`src/rtl/neuron_mac.sv`:
```
// neuron_mac: one hidden-layer neuron. It reads a weight for every accepted
// input sample, multiplies the weight with the aligned sample in signed fixed
// point, and saturating-accumulates over one vector of numWeight samples. It
// then adds the bias and emits one saturated dataWidth result per vector.
module neuron_mac #(
    parameter int numWeight    = 784,
    parameter int addressWidth = 10,
    parameter int dataWidth    = 16,
    parameter int fracBits     = 12
) (
    input  logic                        clk,
    input  logic                        rst_n,
    input  logic [dataWidth-1:0]        in_data,
    input  logic                        in_valid,
    input  logic [dataWidth-1:0]        bias,
    output logic                        ren,
    output logic [addressWidth:0]       raddr,
    input  logic [dataWidth-1:0]        wout,
    output logic [dataWidth-1:0]        out_data,
    output logic                        out_valid
);

    localparam int accWidth = 2 * dataWidth;

    localparam logic [addressWidth:0]        lastAddr = (addressWidth + 1)'(numWeight - 1);
    localparam logic signed [accWidth-1:0]   accMax   = {1'b0, {(accWidth - 1){1'b1}}};
    localparam logic signed [accWidth-1:0]   accMin   = {1'b1, {(accWidth - 1){1'b0}}};
    localparam logic [dataWidth-1:0]         outMax   = {1'b0, {(dataWidth - 1){1'b1}}};
    localparam logic [dataWidth-1:0]         outMin   = {1'b1, {(dataWidth - 1){1'b0}}};

    // Two's-complement add that clamps to the accumulator range instead of wrapping.
    function automatic logic signed [accWidth-1:0] sat_add(
        input logic signed [accWidth-1:0] a,
        input logic signed [accWidth-1:0] b
    );
        logic signed [accWidth:0] s;
        s = {a[accWidth-1], a} + {b[accWidth-1], b};
        if (s[accWidth] != s[accWidth-1]) begin
            sat_add = s[accWidth] ? accMin : accMax;
        end else begin
            sat_add = s[accWidth-1:0];
        end
    endfunction

    // Address counter and read issue
    logic [addressWidth:0] cnt;
    logic                  is_last;

    // Stage 1 (align with the 1-cycle memory read)
    logic signed [dataWidth-1:0] in_d;
    logic                        in_valid_d;
    logic                        last_d;

    // Stage 2 (multiply)
    logic signed [accWidth-1:0]  in_ext;
    logic signed [accWidth-1:0]  w_ext;
    logic signed [accWidth-1:0]  mul;
    logic                        mul_valid;
    logic                        mul_last;

    // Stage 3/4 (accumulate, bias, output)
    logic signed [accWidth-1:0]  acc;
    logic                        bias_pending;
    logic signed [accWidth-1:0]  acc_sum;
    logic signed [accWidth-1:0]  bias_ext;
    logic signed [accWidth-1:0]  bias_sum;
    logic signed [accWidth-1:0]  bias_shift;
    logic [dataWidth-1:0]        out_next;

    assign ren     = in_valid;
    assign raddr   = cnt;
    assign is_last = (cnt == lastAddr);

    // Step the weight address once per accepted sample, wrapping after the last word.
    always_ff @(posedge clk or negedge rst_n) begin
        if (!rst_n) begin
            cnt <= '0;
        end else if (in_valid) begin
            cnt <= is_last ? '0 : cnt + (addressWidth + 1)'(1);
        end
    end

    // Delay the sample and its flags by one cycle so they meet the returned weight.
    always_ff @(posedge clk or negedge rst_n) begin
        if (!rst_n) begin
            in_d       <= '0;
            in_valid_d <= 1'b0;
            last_d     <= 1'b0;
        end else begin
            if (in_valid) begin
                in_d <= $signed(in_data);
            end
            in_valid_d <= in_valid;
            last_d     <= in_valid & is_last;
        end
    end

    assign in_ext = accWidth'(in_d);
    assign w_ext  = accWidth'($signed(wout));

    // Full-width signed product; two dataWidth operands always fit in accWidth bits.
    always_ff @(posedge clk or negedge rst_n) begin
        if (!rst_n) begin
            mul       <= '0;
            mul_valid <= 1'b0;
            mul_last  <= 1'b0;
        end else begin
            if (in_valid_d) begin
                mul <= in_ext * w_ext;
            end
            mul_valid <= in_valid_d;
            mul_last  <= in_valid_d & last_d;
        end
    end

    // Combinational saturating sums, bias alignment and output clamp.
    always_comb begin
        acc_sum    = sat_add(acc, mul);
        bias_ext   = {{(accWidth - dataWidth){bias[dataWidth-1]}}, bias} << fracBits;
        bias_sum   = sat_add(acc, bias_ext);
        bias_shift = bias_sum >>> fracBits;
        out_next   = bias_shift[dataWidth-1:0];
        if (!((&bias_shift[accWidth-1:dataWidth-1]) || !(|bias_shift[accWidth-1:dataWidth-1]))) begin
            out_next = bias_shift[accWidth-1] ? outMin : outMax;
        end
    end

    // Accumulate products; on the bias cycle restart from the product arriving that cycle.
    always_ff @(posedge clk or negedge rst_n) begin
        if (!rst_n) begin
            acc          <= '0;
            bias_pending <= 1'b0;
        end else begin
            if (bias_pending) begin
                acc <= mul_valid ? mul : '0;
            end else if (mul_valid) begin
                acc <= acc_sum;
            end
            bias_pending <= mul_last;
        end
    end

    // Register the biased, clamped result and pulse out_valid for one cycle.
    always_ff @(posedge clk or negedge rst_n) begin
        if (!rst_n) begin
            out_data  <= '0;
            out_valid <= 1'b0;
        end else begin
            if (bias_pending) begin
                out_data <= out_next;
            end
            out_valid <= bias_pending;
        end
    end

endmodule
```
`config.mk`:
```
export PLATFORM = sky130hd
export DESIGN_NAME = neuron_mac
export DESIGN_NICKNAME = d
export VERILOG_FILES = /design/src/rtl/neuron_mac.sv
export SDC_FILE = /design/constraint.sdc
export NUM_CORES = 1
export LEC_CHECK = 0
export ABC_AREA = 1
export CELL_PAD_IN_SITES_DETAIL_PLACEMENT = 2
export CELL_PAD_IN_SITES_GLOBAL_PLACEMENT = 2
export CORE_ASPECT_RATIO = 1.5
export CORE_UTILIZATION = 34
export DETAILED_ROUTE_END_ITERATION = 12
export PLACE_DENSITY_LB_ADDON = 0.12
export SYNTH_ARGS = -nofsm -noshare
export SYNTH_HDL_FRONTEND = slang
export SYNTH_SLANG_ARGS = --single-unit
```
`constraint.sdc`:
```
create_clock -name clk -period 6.2 [get_ports clk]
set_input_delay 0.62 -clock clk [delete_from_list [all_inputs] [get_ports clk]]
set_output_delay 0.62 -clock clk [all_outputs]
set_load 0.05 [all_outputs]
```
==> results of run 1 <==
[area by class of cell]
type	instances	area, sq um
inverters	576	2162
flip-flops and latches	113	2835
fillers	6442	32540
well taps	695	869.6
repair buffers	242	2132
multi-input cells	1773	13490
clock inverters	13	171.4
clock buffers	19	452.9
[sequential cells by signal (all words and copies together) (netlist names)]
register      cells
acc              32
bias_pending      1
in_d             16
in_valid_d        1
last_d            1
mul              32
mul_last          1
mul_valid         1
out_data         16
out_valid         1
raddr            11
[stage by stage]
stage / util (%) / setup WS (ns)
floorplan: - / 0.07041
global placement: 38.97 / -0.5031
detailed placement: 38.97 / -0.5591
CTS: 40.13 / 0.01963
global route: 40.46 / -0.09092
finish: 40.46 / 0.1167
[cell usage after synthesis (16+ instances only)]
cell type,number
nand2_1,752
inv_1,572
fa_1,264
ha_1,137
nor2_1,136
dfrtp_1,113
nand3_1,102
a21oi_1,97
clkbuf_1,85
o21ai_0,81
xor2_1,34
xnor2_1,24
or2_2,22
o21bai_1,16
[path summary, 6_finish.rpt]
kind                                     end  slack (ns)  depth (start not counted)
worst max-delay path                 mul[27]        0.12                         22
worst min-delay path            out_data[10]        0.13                          1
worst max register to register       mul[27]        0.20                         20
worst min register to register  bias_pending        0.37                          0
max in group asynchronous            mul[18]        4.99                          2
min in group clk                bias_pending        0.37                          0
[routing by layer]
metal	wire, microns	part of all wire [%]	GRT usage, %	vias to the layer above
met2	41800	60	55.21	179
met5	0	0	0	-
met4	1984	2.8	9.160	0
met1	25570	36	25.62	8807
li1	-	-	-	7943
met3	885	1.3	1.926	98
[cells in the final DEF, fill, tap and decap left out, drive strengths merged, types with 8 or more instances in the layout]
master / netlist / routed
xnor2: 24 / 24
clkdlybuf4s50: 0 / 76
or2: 22 / 22
a21o: 13 / 13
xor2: 34 / 34
inv: 575 / 581
a21oi: 100 / 100
buf: 17 / 164
o21bai: 16 / 16
dfrtp: 113 / 113
nor3: 13 / 13
ha: 137 / 137
clkbuf: 85 / 19
fa: 264 / 264
o21ai: 89 / 89
nand3: 115 / 115
nand4: 11 / 11
a21boi: 8 / 8
nand2: 766 / 766
nor2: 139 / 139
[repair_timing]
action	in CTS	in global routing
gates resized for setup	5	44
endpoints found under the setup margin	9	17
pin swaps	0	11
hold buffers	0	0
[cell families after synthesis]
kind of cell | after synthesis | synth area share [%]
XOR/XNOR | 58 | 2.708
adder cells (fa/ha/maj) | 401 | 37.31
AND/OR/NAND/NOR | 1073 | 23.71
buffers and inverters | 678 | 13.95
flip-flops | 113 | 15.07
AO/OA/AOI/OAI | 241 | 7.244
==> run_results.csv, run 1 <==
group,metric,value,unit
run_status,outcome,"completed",
timing,worst_pin_slew,1.075,ns
critical_path,cpPeakStageDelay,0.55,ns
place,io_buffer_count,79,
cts,cts_buffers,17,
synth,ys_async_sr_fraction,100.0,%
synth,ys_ff_latch,113,
timing,final-hold-violation-count,0,
run,maxCapViolations,0,
floorplanning,dieArea,56130,sq um
synth,netlist_instances,2564,
layout,final_area,22110,sq um
synth,postSynthAreaPerCell,7.316,sq um
routing,dr.pass1.iters,4,
grt,grt_overflow,0,
synth,synth_edf_count,0,
routing,vias_per_cell,4.963,
grt,grt_pass1_vias,20500,
layout,instances_no_fill,3431,
critical_path,worstPathMaxFanout,12,
timing,setup_violations,0,
place,dpl_cell_area,21300,sq um
critical_path,crit_top_cell,"fa_1",
floorplanning,start_util,34.32,%
synth,synth.distinct_cells,47,
critical_path,worstReg2RegStart,"in_d[7]",
routing,routed_wl,70240,microns
cts,insertion_delay,0.47,ns
timing,min_period,6.083,ns
timing,fin_tns_setup,0,ns
cts,cts_setup_buffers,0,
synth,synth.largest_area_cell,"fa_1",
layout,drive_gt1_share,10.82,%
critical_path,path_buf_inv,6,
cts,cts_tree,"built",
routing,wl_per_cell,20.47,microns
floorplanning,core,54650,sq um
grt,grt_max_degree,46,
timing,rsz0062_at_grt,"true",
timing,slew_violations,0,
floorplanning,ios,80,
routing,drtIter0Drc,363,
timing,hold_slack,0.1266,ns
layout,diodes,0,
synth,synth_area_leaders,"fa_1 (28%), dfrtp_1 (15%), nand2_1 (15%)",
synth,ys_seq_area_share,15.07,%
critical_path,worst-setup-path-type,"in -> reg",
layout,nets,3175,
synth,ys_warn_count,0,
floorplanning,die_w,193.8,microns
timing,post-route-period-util,98.12,%
timing,finClkSkew,0.01777,ns
grt,grt_pass1_wl,111400,microns
grt,grt_usage,25.90,%
place,gp_congestion,0.8787,
synth,synth_nets,3016,
cts,clockBufferDepth,2,
cts,h-tree-depth,4,
routing,ant_nets,0,
synth,synth_ff_type,"dfrtp_1",
critical_path,cp-end-kind,"flop",
layout,area_growth,17.87,%
worst_hold_path,worstHoldPathType,"in -> async",
floorplanning,row_count,105,
critical_path,required,6.53,ns
floorplanning,fp.dieH,289.7,microns
grt,grt_antenna_before_repair,0,
cts,clkSinkCount,113,
timing,fmax,0.1644,GHz
routing,num_vias,17030,
critical_path,crit_arrival,6.41,ns
cts,path_clk_slew,0.07,ns
cts,clockRootBuffer,"clkbuf_16",
place,dpl.cell_count,3399,
timing,max_slew_margin,28.18,%
synth,synth_area,18760,sq um
critical_path,slowest_stage,"fa_1",
critical_path,startpoint_type,"primary input",
critical_path,crit_family,"adder cells",
synth,yosysTopAreaCellShare,28.18,%
critical_path,setup.worst_path.start,"wout[7]",
place,dp_hpwl,60440,microns
routing,drc,0,
critical_path,crit_chain,"clkdlybuf4s50_1 -> buf_12 -> buf_4 -> nand2_1 -> fa_1 -> inv_1 -> fa_1 -> fa_1 -> fa_1 -> fa_1 -> inv_1 -> fa_1 -> inv_1 -> ha_4 -> a21oi_1 -> o21ai_0 -> a21oi_1 -> nand3_2 -> a21o_1 -> or2_2 -> nand3_1 -> o21ai_0",
Power of run 1 is not shown: default switching activity piles up to over one toggle a cycle in this logic, so the estimate is an artifact.
==> run 2: changes to the inputs <==
==> constraint.sdc (replaced) <==
create_clock -name clk -period 6.2 [get_ports clk]
set_input_delay 1.24 -clock clk [delete_from_list [all_inputs] [get_ports clk]]
set_output_delay 1.24 -clock clk [all_outputs]
set_load 0.05 [all_outputs]
==> run_results.csv, run 2 (same netlist as run 1, synthesis figures left out) <==
group,metric,value,unit
cts,cts_tree,"built",
routing,wl_per_cell,22.30,microns
place,dpl.cell_count,3411,
grt,top_usage_layer,"met2",
routing,drc,0,
timing,final-hold-violation-count,0,
floorplanning,fp.dieH,289.7,microns
cts,path_clk_slew,0.07,ns
routing,routed_wl,77710,microns
grt,grt_pass1_vias,20770,
floorplanning,start_util,34.32,%
cts,insertion_delay,0.46,ns
run_status,outcome,"complete, but fails checks",
grt,grt.met1_usage,25.99,%
critical_path,crit_arrival,6.70,ns
cts,h-tree-depth,4,
timing,worst_pin_slew,1.079,ns
grt,grt_pass1_wl,114700,microns
critical_path,required,6.53,ns
grt,grt_usage,26.78,%
timing,rsz0062_at_grt,"true",
run,maxCapViolations,0,
layout,drive_gt1_share,16.78,%
timing,setup_ws,-0.1791,ns
timing,slew_violations,0,
floorplanning,ios,80,
routing,dr.pass1.iters,6,
layout,area_growth,23.57,%
critical_path,startpoint_type,"primary input",
critical_path,worst-setup-path-type,"in -> reg",
routing,vias_per_cell,5.063,
grt,grt_max_degree,66,
cts,clkSinkCount,113,
routing,drtIter0Drc,482,
timing,min_period,6.379,ns
layout,top_regs,"acc: 32 flops, mul: 32 flops",
run_status,violations,"negative setup slack",
timing,max_slew_margin,27.92,%
floorplanning,dieArea,56130,sq um
timing,finClkSkew,0.01971,ns
floorplanning,core,54650,sq um
cts,clockRootBuffer,"clkbuf_16",
routing,ant_nets,0,
timing,post-route-period-util,102.9,%
floorplanning,die_w,193.8,microns
cts,clockBufferDepth,2,
timing,hold_slack,0.3662,ns
critical_path,cp-end-kind,"flop",
place,gp_congestion,0.8968,
place,io_buffer_count,79,
critical_path,worstPathMaxFanout,7,
place,pre_cts_slack,-1.073,ns
grt,grt_overflow,0,
grt,grt_antenna_before_repair,0,
routing,num_vias,17640,
layout,instances_no_fill,3484,
timing,setup_violations,17,
layout,diodes,0,
timing,fin_tns_setup,-2.100,ns
worst_hold_path,worstHoldPathType,"reg -> reg",
layout,nets,3228,
timing,fmax,0.1568,GHz
floorplanning,row_count,105,
grt,grt_use_met3,1.857,%
grt,globalRouteMet2Util,56.87,%
cts,cts_buffers,17,
layout,most-common-layout-cells,"nand2_1 (715), inv_1 (537), fa_1 (249)",
layout,mostFrequentLayoutCell,"nand2_1",
place,dp_hpwl,58640,microns
run 2: changes by cell type in the layout (fill, tap and decap cells not counted), moves of 24 or more:
cell	before	now
buf_4	151	186
inv_1	572	537
inv_2	3	37
nand2_1	747	715
nand2_2	15	39
run 2: through the flow:
stage	instance area, sq um	utilization [%]
after floorplan	19040	-
after global placement	21560	39.45
after detailed placement	21560	39.45
after CTS	22780	41.68
after global routing	23180	42.41
final	23180	42.41
run 2: final timing paths:
kind / slack, ns / end / start / depth (start not counted)
hold reg to reg: 0.37 / bias_pending / mul_last / 0
setup / recovery: -0.18 / mul[27] / wout[4] / 27
hold / removal: 0.37 / bias_pending / mul_last / 0
setup reg to reg: 0.05 / mul[27] / in_d[5] / 26
max in group asynchronous: 4.34 / mul_valid / rst_n / 2
min in group asynchronous: 0.66 / bias_pending / rst_n / 1
run 2: routing by layer:
metal  vias up  routed length (microns)  part of all wire, %
met5         -                        0                    0
li1       8048                        -                    -
met3       222                     1337                  1.7
met4         0                     5016                  6.5
met1      9034                    26330                   34
met2       334                    45020                   58
run 2: what timing repair did:
action	in CTS	in global routing
resized for setup	126	120
cloned	4	2
hold buffers	0	0
buffers inserted	23	15
setup endpoints to repair	21	20
pin swaps	53	82
run 2: cell type report:
type / instances / area (sq um)
clock buffers: 21 / 470.5
inverters: 576 / 2165
fillers: 6310 / 31470
repair buffers: 295 / 2738
multi-input cells: 1773 / 13930
clock inverters: 11 / 176.4
flip-flops and latches: 113 / 2828
well taps: 695 / 869.6
run 2: worst max-delay path: stages:
cell and delay (ns):
buf_8 0.10, buf_6 0.11, buf_4 0.16, nand2_1 0.08, inv_1 0.07, fa_1 0.54, inv_1 0.06, fa_1 0.46
fa_2 0.38, fa_1 0.51, inv_1 0.09, fa_1 0.68, inv_2 0.07, fa_1 0.52, inv_2 0.06, ha_4 0.27
buf_6 0.13, nand2_4 0.09, nor2_2 0.05, nand2_1 0.09, nand2_1 0.08, nand2_2 0.08, nand3_2 0.13, a21o_4 0.28
or2_4 0.23, nand3_2 0.05, o21ai_1 0.06
Power of run 2 is left out for the same reason.
==> run 3: changes to the inputs <==
--- a/config.mk
+++ b/config.mk
@@ -5,11 +5,10 @@
 export SDC_FILE = /design/constraint.sdc
 export NUM_CORES = 1
 export LEC_CHECK = 0
-export ABC_AREA = 1
 export CELL_PAD_IN_SITES_DETAIL_PLACEMENT = 2
 export CELL_PAD_IN_SITES_GLOBAL_PLACEMENT = 2
 export CORE_ASPECT_RATIO = 1.5
-export CORE_UTILIZATION = 34
+export CORE_UTILIZATION = 36
 export DETAILED_ROUTE_END_ITERATION = 12
 export PLACE_DENSITY_LB_ADDON = 0.12
 export SYNTH_ARGS = -nofsm -noshare
==> run_results.csv, run 3 <==
group,metric,value,unit
layout,nFillCells,5146,
cts,clkSinkCount,113,
critical_path,reg2reg_slack,-0.13,ns
synth,synth_ff_type,"dfrtp_1",
timing,min_period,6.743,ns
synth,synth_edf_count,0,
routing,num_vias,14400,
floorplanning,core,47580,sq um
timing,finClkSkew,0.01692,ns
timing,setup_violations,18,
routing,drtIter0Drc,387,
synth,ys_ff_latch,113,
layout,diodes,0,
timing,max_slew_margin,31.88,%
critical_path,cpPeakStageDelay,0.57,ns
run,maxCapViolations,0,
cts,cts_buffers,17,
grt,grt_pass1_vias,17470,
synth,ys_async_sr_fraction,100.0,%
timing,final-hold-violation-count,0,
grt,grt_overflow,0,
layout,regArea,2829,sq um
grt,grt_antenna_before_repair,0,
cts,insertion_delay,0.46,ns
routing,routed_wl,59200,microns
routing,ant_nets,0,
cts,cts_tree,"built",
place,pre_cts_slack,-1.637,ns
synth,synth_area_leaders,"fa_1 (31%), dfrtp_1 (16%), ha_1 (9.9%)",
synth,netlist_instances,1900,
synth,synth.distinct_cells,70,
cts,h-tree-depth,4,
place,gp_congestion,0.8405,
critical_path,startpoint_type,"primary input",
synth,synth.largest_area_cell,"fa_1",
routing,wl_per_cell,21.59,microns
synth,ys_warn_count,0,
synth,yosysMostFrequentCell,"inv_1",
place,dp_hpwl,46940,microns
synth,synth_nets,2352,
timing,fmax,0.1483,GHz
critical_path,worstPathMaxFanout,4,
layout,nets,2582,
timing,post-route-period-util,108.8,%
floorplanning,dieArea,48980,sq um
grt,grt_max_degree,73,
timing,worst_pin_slew,1.022,ns
floorplanning,fp.dieH,270.6,microns
synth,synth_area,17310,sq um
layout,drive_gt1_share,16.25,%
worst_hold_path,worstHoldPathType,"reg -> reg",
routing,drc,1,
place,dpl_cell_area,20130,sq um
floorplanning,row_count,98,
synth,ys_seq_area_share,16.34,%
grt,grt_pass1_wl,95900,microns
synth,postSynthAreaPerCell,9.111,sq um
cts,clockRootBuffer,"clkbuf_16",
synth,yosys-top-cells-count,"inv_1 (329), fa_1 (264), nand2_1 (207)",
layout,area_growth,22.11,%
critical_path,crit_chain,"buf_6 -> and2_4 -> fa_1 -> inv_2 -> fa_1 -> inv_1 -> fa_1 -> inv_2 -> fa_1 -> inv_2 -> fa_1 -> inv_2 -> fa_1 -> inv_2 -> ha_4 -> a41o_1 -> a221oi_4 -> o31ai_4 -> a21oi_2 -> o21ai_2 -> or4_1 -> a31oi_1 -> xnor2_1 -> mux2_4",
timing,setup_ws,-0.5434,ns
critical_path,crit_top_cell,"fa_1",
floorplanning,start_util,36.38,%
cts,cts-hold-fix-buffers,0,
critical_path,worst-setup-path-type,"in -> reg",
grt,grt_usage,25.26,%
cts,clockBufferDepth,2,
layout,mostFrequentLayoutCell,"inv_1",
routing,vias_per_cell,5.252,
layout,top_regs,"acc: 32 flops, mul: 32 flops",
critical_path,slowest_stage,"fa_1",
critical_path,crit_arrival,7.08,ns
run_status,violations,"design-rule violations, negative setup slack",
critical_path,required,6.54,ns
run_status,outcome,"complete, but fails checks",
timing,slew_violations,0,
place,io_buffer_count,79,
layout,most-common-layout-cells,"inv_1 (319), fa_1 (261), nand2_1 (202)",
cts,path_clk_slew,0.06,ns
synth,yosysTopAreaCellShare,30.53,%
critical_path,cp-end-kind,"flop",
floorplanning,ios,80,
timing,rsz0062_at_grt,"true",
floorplanning,die_w,181.0,microns
layout,fin_util,44.43,%
layout,final_area,21140,sq um
layout,multi_input_area,13290,sq um
routing,dr.pass1.iters,8,
run 3: metal layers:
| layer | part of all wire [%] | vias to the layer above | GRT usage [%] |
|---|---|---|---|
| li1 | - | 6602 | - |
| met4 | 2.3 | 0 | 7.226 |
| met2 | 58 | 167 | 51.55 |
| met5 | 0 | - | 0 |
| met3 | 1.4 | 72 | 1.925 |
| met1 | 38 | 7560 | 27.04 |
run 3: repair_timing:
action | in CTS | in global routing
buffers inserted | 15 | 4
hold endpoints to repair | 0 | 0
gates cloned | 0 | 0
pin swaps | 52 | 20
resized for setup | 113 | 10
endpoints found under the setup margin | 19 | 18
run 3: worst max-delay path, delay by kind of cell:
kind	cells	cell delay, ns
buf+inv	7	0.38
mux	1	0.25
compound gates	6	1.19
fa+ha+maj	7	3.35
xor+xnor	1	0.09
simple gates	2	0.56
run 3: kinds of logic (layout without fill, tap and decap cells):
| group | Yosys count | in the layout | synth area share, % |
|---|---|---|---|
| AOI/OAI and AO/OA | 365 | 365 | 13.94 |
| xor gates and xnor gates | 73 | 73 | 3.737 |
| adders and majority gates | 401 | 401 | 40.43 |
| buffers and inverters | 399 | 641 | 8.818 |
| DFF | 113 | 113 | 16.34 |
| muxes | 36 | 36 | 2.299 |
| and+or+nand+nor | 513 | 513 | 14.43 |
run 3: per-stage QoR:
stage / setup TNS (ns) / std cells / hold WS (ns)
detailed placement: -26.34 / 2692 / 0.3370
finish: -7.237 / 2742 / 0.3481
CTS: -4.896 / 2738 / 0.3510
floorplan: -4.204 / 1900 / 0.3312
global route: -10.16 / 2742 / 0.3595
global placement: -22.80 / 2692 / 0.3376
run 3: path summary, 6_finish.rpt:
kind / from / to / cells after the start
worst max-delay path: wout[6] / mul[29] / 24
worst min-delay path: mul_last / bias_pending / 0
worst max register to register: in_d[5] / mul[29] / 23
worst min register to register: mul_last / bias_pending / 0
max in group asynchronous: rst_n / in_valid_d / 2
min in group asynchronous: rst_n / out_data[15] / 1
run 3: area by class of cell:
cell class | count | area share, %
Clock buffer | 19 | 2.143
Clock inverter | 12 | 0.6393
Inverter | 330 | 5.872
Multi-Input combinational cell | 1388 | 62.85
Sequential cell | 113 | 13.38
Tap cell | 600 | 3.552
Timing Repair Buffer | 280 | 11.56
Power of run 3 is left out for the same reason.
